===== config.mk =====
export PLATFORM = sky130hd
export DESIGN_NAME = cover_toggle_collector
export DESIGN_NICKNAME = d
export VERILOG_FILES = /design/src/rtl/cover_toggle_collector.sv
export SDC_FILE = /design/constraint.sdc
export NUM_CORES = 1
export LEC_CHECK = 0
export CAP_MARGIN = 20
export CORE_ASPECT_RATIO = 1.5
export CORE_MARGIN = 3
export CORE_UTILIZATION = 30
export DETAILED_ROUTE_END_ITERATION = 10
export GPL_ROUTABILITY_DRIVEN = 1
export PLACE_DENSITY = 0.57
export SYNTH_ARGS = -nofsm -noshare
export SYNTH_HDL_FRONTEND = slang
export SYNTH_SLANG_ARGS = --single-unit

===== constraint.sdc =====
create_clock -name clock -period 8.9 [get_ports clock]
set_clock_uncertainty 0.2 [all_clocks]
set_input_delay 1.78 -clock clock [delete_from_list [all_inputs] [get_ports clock]]
set_output_delay 1.78 -clock clock [all_outputs]
set_load 0.05 [all_outputs]

===== src/rtl/cover_toggle_collector.sv =====
// Toggle-coverage collector: keeps a sticky bitmap of hit cover points and
// reports each first hit once, as an indexed event on a valid/ready stream.
// Pending events are served lowest point first, so the stream behaves as a
// priority queue rather than a FIFO.

// Per-probe-bit edge detector, used in edge mode. It turns one probe bit
// into a rising-edge hit and a falling-edge hit against the last enabled
// sample of that bit.
module cover_toggle_lane (
  input  logic enable,
  input  logic prev_ok,
  input  logic probe,
  input  logic prev,
  output logic rise,
  output logic fall
);
  // An edge needs a valid prior sample, otherwise power-up values would fake one
  assign rise = enable & prev_ok &  probe & ~prev;
  assign fall = enable & prev_ok & ~probe &  prev;
endmodule

module cover_toggle_collector #(
  parameter int          WIDTH       = 129,
  parameter int          EDGE_MODE   = 0,
  parameter int unsigned COVER_INDEX = 0,
  parameter int          IDX_W       = 64,
  localparam int         N           = WIDTH * (1 + EDGE_MODE),
  localparam int         CNT_W       = $clog2(N + 1)
) (
  input  logic               clock,
  input  logic               reset,
  input  logic               enable,
  input  logic               clear,
  input  logic [WIDTH-1:0]   probe,
  output logic               ev_valid,
  input  logic               ev_ready,
  output logic [IDX_W-1:0]   ev_index,
  output logic [CNT_W-1:0]   covered_count,
  output logic               all_covered
);
  // Width of a point number; a single-point block still needs one bit
  localparam int PW = (N > 1) ? $clog2(N) : 1;

  logic [N-1:0]  hit;      // sticky coverage bitmap
  logic [N-1:0]  pend;     // hit but not yet reported
  logic [N-1:0]  h;        // raw hits this cycle
  logic [N-1:0]  nh;       // first-time hits this cycle
  logic [N-1:0]  sel_oh;   // lowest pending point, one-hot
  logic [N-1:0]  acc_oh;   // pending bit retired by this cycle's handshake
  logic [PW-1:0] sel;      // lowest pending point, binary
  logic [CNT_W-1:0] cnt_add;

  // Raw hit vector: level mode looks at the probe directly, edge mode needs
  // the previous sample, which only exists in that configuration.
  generate
    if (EDGE_MODE != 0) begin : g_edge
      logic [WIDTH-1:0] prev;
      logic             prev_ok;

      // Previous sample tracks the probe only while enabled, so a disabled
      // gap is bridged by comparing against the last enabled value.
      always_ff @(posedge clock or posedge reset) begin
        if (reset) begin
          prev    <= '0;
          prev_ok <= 1'b0;
        end else begin
          if (enable) prev <= probe;
          if (clear)       prev_ok <= 1'b0;
          else if (enable) prev_ok <= 1'b1;
        end
      end

      for (genvar i = 0; i < WIDTH; i++) begin : g_lane
        cover_toggle_lane u_lane (
          .enable  (enable),
          .prev_ok (prev_ok),
          .probe   (probe[i]),
          .prev    (prev[i]),
          .rise    (h[2*i]),
          .fall    (h[2*i+1])
        );
      end
    end else begin : g_level
      assign h = {WIDTH{enable}} & probe;
    end
  endgenerate

  // Points already covered are filtered out, so each point reports once per epoch
  assign nh = h & ~hit;

  // Lowest pending point: isolate the lowest set bit and find its index
  always_comb begin
    sel = '0;
    for (int i = N - 1; i >= 0; i--) begin
      if (pend[i]) sel = PW'(i);
    end
  end

  assign sel_oh = pend & (~pend + N'(1));
  assign acc_oh = sel_oh & {N{ev_ready}};

  // Number of points newly covered this cycle
  always_comb begin
    cnt_add = '0;
    for (int i = 0; i < N; i++) begin
      cnt_add = cnt_add + CNT_W'(nh[i]);
    end
  end

  // Coverage state; clear beats both a simultaneous hit and a handshake
  always_ff @(posedge clock or posedge reset) begin
    if (reset) begin
      hit           <= '0;
      pend          <= '0;
      covered_count <= '0;
    end else if (clear) begin
      hit           <= '0;
      pend          <= '0;
      covered_count <= '0;
    end else begin
      hit           <= hit | nh;
      pend          <= (pend | nh) & ~acc_oh;
      covered_count <= covered_count + cnt_add;
    end
  end

  // Event stream straight from registers; with nothing pending the index
  // rests at the base value.
  assign ev_valid    = |pend;
  assign ev_index    = IDX_W'(COVER_INDEX) + IDX_W'(sel);
  assign all_covered = (covered_count == CNT_W'(N));

endmodule

## Word-level counts from Yosys, hierarchy flattened

Index checks and enable logic that the tools add are counted.

| operators by class | value |
|---|---|
| $add $sub $neg | 130 |
| multiply operators | 0 |
| divide/modulo/power cells | 0 |
| order comparisons | 0 |
| equality and inequality tests | 1 |
| shifts and indexed selects | 0 |
| muxes and demuxes | 132 |
| bitwise operators | 10 |
| reduce and logical (&&, ||, !) cells | 1 |

Operator list:

| kind | count |
|---|---|
| $mux W8 | 130 |
| $add A8 B1 Y8 | 121 |
| $and A129 B129 Y129 | 5 |
| $not A129 Y129 | 3 |
| $mux W129 | 2 |
| $or A129 B129 Y129 | 2 |
| $add A129 B1 Y129 const B | 1 |
| $reduce_or A129 Y1 | 1 |
| $add A7 B1 Y8 | 1 |
| $add A8 B8 Y8 | 1 |
| $eq A8 B8 Y1 const B | 1 |
| $add A6 B1 Y7 | 1 |
| $add A5 B1 Y6 | 1 |
| $add A4 B1 Y5 | 1 |
| $add A3 B1 Y4 | 1 |
| $add A2 B1 Y3 | 1 |
| $add A1 B1 Y2 | 1 |

| storage, ports and cells | value |
|---|---|
| register bits | 266 |
| bits in latches | 0 |
| bits in writable memories | 0 |
| bits in read-only memories | 0 |
| output and inout port bits | 74 |
| memories kept | 0 |

## Longest topological paths before layout

Gate-level depths: netlist of run 1.

| depth | value |
|---|---|
| depth in word-level cells | 132 |
| gate-level depth with buffers | 29 |

## Worst setup path after synthesis of run 1

OpenSTA, ideal clock, no wires.

| path | value |
|---|---|
| kind | input -> register |
| start | input enable |
| end | register covered_count[6] |
| setup time | 0.132 ns |
| arrival time | 9.421 ns |
| required time | 8.568 ns |
| setup slack | -0.852 ns |
| stages on the path | 27 |
| path buffers | 3 |
| cells stage by stage | clkbuf_1 -> clkbuf_1 -> buf_1 -> nand3b_1 -> fa_1 -> fa_1 -> inv_1 -> fa_1 -> inv_1 -> fa_1 -> fa_1 -> fa_1 -> inv_1 -> fa_1 -> inv_1 -> fa_1 -> fa_1 -> fa_1 -> inv_1 -> ha_1 -> fa_1 -> a21o_1 -> a21o_1 -> a21o_1 -> a21oi_1 -> xor2_1 -> nor2_1 |

| between the ends | value |
|---|---|
| cells in the longest elaborated chain, start to end | 132 |

Ends and longest elaborated chain:

| item | line | text |
|---|---|---|
| from (decl) | 32 | `input logic enable,` |
| $and A129 B129 Y129 (*) | 84 | `assign h = {WIDTH{enable}} & probe;` |
| $and A129 B129 Y129 (*) | 89 | `assign nh = h & ~hit;` |
| $add A1 B1 Y2 | 106 | `cnt_add = cnt_add + CNT_W'(nh[i]);` |
| $add A2 B1 Y3 | 106 |  |
| $add A3 B1 Y4 | 106 |  |
| $add A4 B1 Y5 | 106 |  |
| $add A5 B1 Y6 | 106 |  |
| $add A6 B1 Y7 | 106 |  |
| $add A7 B1 Y8 | 106 |  |
| $add A8 B1 Y8 (120 in a row) | 106 |  |
| $add A8 B1 Y8 (*) | 106 |  |
| $add A8 B8 Y8 (*) | 123 | `covered_count <= covered_count + cnt_add;` |
| $mux W8 (*) | 116 | `end else if (clear) begin` |
| to (signal assigned) | 123 |  |
| to (decl) | 38 | `output logic [CNT_W-1:0] covered_count,` |

Mark *: on every way between the ends. The rest lies on a longest branch, timed or not.

## Final worst setup path of run 1

Same ends and word-level chain as after synthesis.

==> run_results.csv, run 1 <==
group,metric,value,unit
setup_path,crit_family,"adder cells",
route,drt_iter0_drc,1177,
setup_path,path_buf_inv,6,
yosys,synth_mux_area_share,0.179,%
cts,hold_buffers,0,
route,wire_per_inst,20.9,um
route,routed_wl,62.5,mm
pwr,ir_drop,0.00168,V
yosys,synth_top_flop_cell,"dfrtp_1",
sta,setup_viol,1,
setup_path,crit_fanout,8,
final_layout,area_growth,26.5,%
setup_path,path_class,"input pin to flop",
placed_design,place_hpwl,47.4,mm
grt,gr-usage-all-layers,20.0,%
yosys,yosysUniqueCellTypes,73,
yosys,netlist_top_cells_count,"355 x nor2_1, 266 x dfrtp_1, 165 x inv_1",
grt,grt_pass1_wl,93.8,mm
die,start_util,30.5,%
yosys,ys_top_cells_by_area,"dfrtp_1 38%, fa_1 14%, nor2_1 7.6%",
pwr,power_density,550,nW/um^2
sta,fin_crit_sh,101,%
yosys,synth_top_area_cell,"dfrtp_1",
sta,rsz0062_at_grt,"yes",
grt,overflow,0,
final_layout,diodes,0,
yosys,synth_top_area_share,38.0,%
route,vias,15500,
route,drt_pass1_iterations,5,
yosys,yosysMostFrequentCell,"nor2_1",
setup_path,cp-start-kind,"input pin",
grt,grt_max_degree,140,
yosys,synth_top_family_by_area,"simple AND/OR/NAND/NOR gates",
sta,tightest_slew,1.10,ns
yosys,yosysSeqAreaShare,38.0,%
route,drt.antenna.violating_nets,0,
placed_design,placed_area,20400,sq um
cts,cts-buffers-inserted,31,
cts,clock_path_buffers,3,
yosys,synth_fa_ha_area_share,16.2,%
setup_path,slowest_delay,0.63,ns
yosys,synthArstFlopShare,100,%
die,ios,208,
placed_design,io_buffers,151,
job,max-cap-violations,0,
sta,slew_violations,0,
final_layout,drive_above_1_share,13.8,%
yosys,synthSimpleGateAreaFrac,23.3,%
setup_path,cp.required,9.14,ns
min_path,hold_path_class,"flop to flop",
sta,finalHoldViolCount,0,
pwr,cellLeakagePower,10.2,nW
cts,cts_sinks,266,
route,routed_via_density,5.17,
yosys,yosysWarnings,0,
cts,cts_tree,"yes",
final_layout,finalNetCount,2489,
cts,cts-root-buf,"clkbuf_16",
yosys,synth_edf_count,0,
die,die_area,61300,sq um
yosys,synth-seq-cells,266,
grt,grt_pass1_vias,15700,
die,chipWidth,203,um
outcome,status,"finished, violations left",
cts,clk_latency,0.61,ns
sta,period_minus_slack,8.95,ns
yosys,netlist_area,17500,sq um
cts,clk_pin_slew_worst_paths,0.06,ns
sta,max_freq,112,MHz
setup_path,crit_arrival,9.18,ns
grt,antenna_found_initial,0,
route,drc,0,
yosys,synth_xor_area_share,0.500,%
setup_path,cpMostUsedCell,"fa_1",
final_layout,finish.instance_area,22100,sq um
setup_path,end_kind,"flop",
placed_design,gp_congestion,0.960,
yosys,synth-compound-area-share,13.8,%
yosys,postSynthAreaPerCell,9.08,sq um
sta,worst_slack,-0.0470,ns
outcome,violations,"negative setup slack",
setup_path,cp_slowest_cell,"fa_2",
placed_design,pre_cts_slack,-0.853,ns
die,die_h,302,um
die,rows,107,
cts,htree_levels,1,
yosys,syn_inst,1927,
sta,relSlewSlack,24.4,%
die,coreArea,57300,sq um
-- layout make-up --
cell class	count	area, sq um
Inverter	165	623
Multi-Input combinational cell	1413	9810
Fill cell	5869	35200
Sequential cell	266	6660
Clock inverter	14	216
Clock buffer	44	905
Timing Repair Buffer	323	2990
Tap cell	763	955
-- placed cells by master (no fill, tap or decap), types with 32 or more instances in the layout --
| cell type | synthesis | final |
|---|---|---|
| clkdlybuf4s50_1 | 0 | 106 |
| nor3_1 | 61 | 61 |
| ha_1 | 36 | 35 |
| nor2_1 | 355 | 328 |
| nor4_1 | 55 | 55 |
| clkbuf_16 | 0 | 32 |
| o21ai_0 | 37 | 36 |
| nand3b_1 | 68 | 68 |
| conb_1 | 1 | 56 |
| buf_4 | 56 | 160 |
| fa_1 | 119 | 111 |
| inv_1 | 165 | 155 |
| dfrtp_1 | 266 | 266 |
| a21oi_1 | 164 | 162 |
| nand2_1 | 123 | 120 |
| a311oi_1 | 33 | 33 |
| a211oi_1 | 54 | 54 |
-- metal layers --
layer	routed length, um	vias to the layer above	global-route usage, %
li1	-	7117	-
met1	23300	7644	22.8
met2	32600	538	36.4
met3	3150	151	2.72
met4	3470	0	9.92
met5	0	-	0
-- metrics by stage --
| stage | cells | hold slack [ns] | setup TNS, ns | util, % | power [mW] |
|---|---|---|---|---|---|
| after floorplan | 1982 | 0.254 | -0.290 | - | 7.52 |
| after global placement | 2881 | 0.268 | -3.55 | 35.6 | 10.2 |
| after detailed placement | 2881 | 0.273 | -3.47 | 35.6 | 10.4 |
| after CTS | 2974 | 0.288 | 0 | 38.3 | 12.0 |
| after global routing | 2988 | 0.314 | -0.420 | 38.7 | 13.3 |
| final | 2988 | 0.283 | -0.0470 | 38.7 | 12.2 |
-- report_power, final --
part	internal [mW]	leakage (nW)	total (mW)	switching [mW]
combinational	4.68	6.13	9.29	4.61
sequential	1.37	3.51	1.48	0.112
clock	0.853	0.554	1.42	0.565
total	6.90	10.2	12.2	5.29
-- repair_timing --
| action | in CTS | in global routing |
|---|---|---|
| pin swaps | 69 | 41 |
| setup endpoints to repair | 2 | 3 |
| resized for setup | 61 | 42 |
| gates cloned | 5 | 0 |
| setup buffers | 30 | 14 |
| hold endpoints to repair | 0 | 0 |
-- flip-flops by register name, summed over array words and instances, names as in the netlist --
name	flops
pend	129
hit	129
covered_count	8
-- cell families (layout without fill, tap and decap cells) --
logic type | Yosys count | after routing
simple gates | 813 | 813
compound gates | 376 | 376
flops | 266 | 266
mux | 3 | 3
xor+xnor | 10 | 10
other cells | 1 | 56
fa+ha+maj | 155 | 155
buf+inv | 303 | 546
-- worst paths after layout --
path,from,end,slack [ns],cells after the start
min in group asynchronous,reset,hit[51],1.63,3
hold reg to reg,hit[113],hit[113],0.28,2
setup reg to reg,hit[108],covered_count[6],1.05,24
max in group asynchronous,reset,hit[17],5.42,4
hold / removal,hit[113],hit[113],0.28,2
setup / recovery,enable,covered_count[6],-0.05,25
-- tightest hold or removal path, stage by stage, from the launching register on --
cell and delay [ns]:
dfrtp_1 0.33, a21oi_1 0.04, nor2_1 0.07
(Power assumes the default switching activity.)
==> run 2, diff against run 1 <==
ABC_AREA = 1   (was unset)
==> run 2 against run 1 <==
Against the previous run: the run still ends with negative setup slack left; wire length grew 10%; final cell count grew 16%; global-route usage grew 0.93 points; sequential power shrank 3%; synthesized area grew 5.7%; combinational power shrank 6.6%; non-clock buffer count shrank 21; critical path type is now flop to primary output; critical endpoint is now ev_index[0].
==> run_results.csv, run 2 <==
group,metric,value,unit
route,wire_per_inst,19.9,um
setup_path,crit_family,"simple AND/OR/NAND/NOR gates",
outcome,status,"finished, violations left",
setup_path,slowest_delay,0.39,ns
sta,hold_slack,0.304,ns
cts,clock_path_buffers,3,
yosys,synth_top_area_cell,"dfrtp_1",
die,chipWidth,209,um
yosys,synth_edf_count,0,
sta,tightest_slew,1.10,ns
sta,slew_violations,0,
cts,cts-root-buf,"clkbuf_16",
die,die_h,310,um
sta,worst_slack,-0.805,ns
yosys,syn_inst,2389,
sta,fin_tns_setup,-0.805,ns
final_layout,drive_above_1_share,13.2,%
cts,clk_pin_slew_worst_paths,0.06,ns
min_path,hold_path_class,"flop to flop",
yosys,synth_top_area_share,36.0,%
grt,gr-usage-all-layers,20.9,%
yosys,netlist_top_cells_count,"485 x inv_1, 359 x nand2_1, 289 x nor2_1",
sta,setup_viol,1,
route,routed_via_density,4.83,
setup_path,cp.required,6.92,ns
placed_design,io_buffers,151,
job,max-cap-violations,0,
placed_design,place_hpwl,53.7,mm
sta,fin_crit_sh,109,%
final_layout,diodes,0,
grt,antenna_found_initial,0,
yosys,synth_top_flop_cell,"dfrtp_1",
cts,clk_latency,0.59,ns
final_layout,regArea,6660,sq um
grt,grt.busiest_layer,"met2",
final_layout,final_common_cell,"inv_1",
grt,use_met1,23.7,%
sta,rsz0062_at_grt,"yes",
setup_path,crit_fanout,2,
route,drc,0,
grt,grt_pass1_vias,17300,
die,rows,110,
grt,met2_usage,40.2,%
die,coreArea,60600,sq um
final_layout,top_regs,"hit x129, pend x129, covered_count x8",
setup_path,cpMostUsedCell,"nand2_1",
pwr,ir_drop,0.00156,V
setup_path,cp-start-kind,"flop",
yosys,synthArstFlopShare,100,%
yosys,yosysWarnings,0,
yosys,ys_top_cells_by_area,"dfrtp_1 36%, fa_1 13%, inv_1 9.8%",
route,routed_wl,69.0,mm
sta,finalHoldViolCount,0,
yosys,yosysMostFrequentCell,"inv_1",
die,ios,208,
yosys,synth-seq-cells,266,
grt,grt_max_degree,136,
setup_path,end_kind,"primary output",
route,vias,16800,
sta,max_freq,103,MHz
grt,grt_pass1_wl,104,mm
pwr,cellLeakagePower,11.8,nW
cts,htree_levels,1,
route,drt_iter0_drc,1108,
yosys,yosysUniqueCellTypes,42,
cts,cts-buffers-inserted,31,
placed_design,gp_congestion,0.944,
final_layout,area_growth,25.8,%
final_layout,finalNetCount,2951,
yosys,postSynthAreaPerCell,7.74,sq um
pwr,power_density,499,nW/um^2
final_layout,fill_cells,6307,
yosys,netlist_area,18500,sq um
grt,use_met3,2.23,%
die,start_util,30.5,%
setup_path,path_class,"flop to primary output",
cts,cts_tree,"yes",
final_layout,mostFrequentLayoutCells,"479 x inv_1, 348 x nand2_1, 266 x dfrtp_1",
sta,relSlewSlack,26.4,%
grt,overflow,0,
sta,period_minus_slack,9.70,ns
setup_path,cp_slowest_cell,"dfrtp_1",
yosys,yosysSeqAreaShare,36.0,%
route,drt.antenna.violating_nets,0,
final_layout,multiInputGateArea,9290,sq um
setup_path,path_buf_inv,2,
die,die_area,64700,sq um
setup_path,crit_arrival,7.72,ns
cts,hold_buffers,0,
route,drt_pass1_iterations,5,
cts,cts_sinks,266,
outcome,violations,"negative setup slack",
[run 2: cell types whose count changed after synthesis, moves of 27 or more]
cell      delta
nand2_1    +236
inv_2       +50
a31oi_1     +27
nor2_1      -66
nand3b_1    -67
a211oi_1    -39
nand3_1     +77
a311oi_1    -33
a21oi_1     +34
inv_1      +320
[run 2: per-stage QoR]
step	utilization, %	instances	power [mW]	instance area, sq um	setup WS, ns
final	38.4	3470	11.6	23300	-0.805
after global routing	38.4	3470	12.5	23300	-1.89
after CTS	38.1	3467	11.5	23100	-0.884
after detailed placement	35.9	3407	9.64	21700	-0.809
after global placement	35.9	3407	9.53	21700	-0.774
after floorplan	-	2444	6.99	18800	-0.123
[run 2: cell families (layout without fill, tap and decap cells)]
| family | Yosys count | count (layout) | share of synthesized area, % |
|---|---|---|---|
| other cells | 1 | 56 | 0.0203 |
| simple gates | 896 | 896 | 20.5 |
| buf+inv | 687 | 929 | 16.3 |
| fa+ha+maj | 155 | 155 | 15.3 |
| xor+xnor | 4 | 4 | 0.189 |
| flops | 266 | 266 | 36.0 |
| compound gates | 380 | 380 | 11.7 |
[run 2: worst paths after layout]
check                           from                to  slack [ns]  cells past startpoint
min in group asynchronous      reset           hit[27]        1.43                      2
min                         pend[17]          pend[17]        0.30                      1
max reg2reg                 hit[104]  covered_count[7]        1.16                     31
max in group asynchronous      reset          pend[69]        5.19                      4
min reg2reg                 pend[17]          pend[17]        0.30                      1
max                        pend[126]       ev_index[0]       -0.80                    124
[run 2: layer usage]
layer	up-vias	wire length, um
li1	7946	-
met1	8185	25900
met2	508	37200
met3	120	3080
met4	0	2830
met5	-	0
[run 2: repair_timing]
action,4_1_cts,5_1_grt
endpoints found under the hold margin,0,0
setup endpoints to repair,4,6
gates cloned,3,2
setup buffers,3,1
pin swaps,24,29
gates resized for setup,43,43
[run 2: layout make-up]
cell class,instances,area share [%]
Timing Repair Buffer,302,12.1
Multi-Input combinational cell,1491,39.9
Clock buffer,36,3.59
Tap cell,784,4.22
Sequential cell,266,28.6
Inverter,570,10.2
Clock inverter,21,1.40
[run 2: report_power, final]
part	switching [mW]	internal, mW	total [mW]
Clock	0.580	0.903	1.48
Combinational	4.73	3.94	8.68
Sequential	0.0843	1.36	1.44
Total	5.40	6.20	11.6
==> run 3, diff against run 2 <==
CTS_CLUSTER_DIAMETER = 100   (was unset)
==> results of run 3 <==
Same layout as run 2: the final DEF is identical, and so are final timing and power.
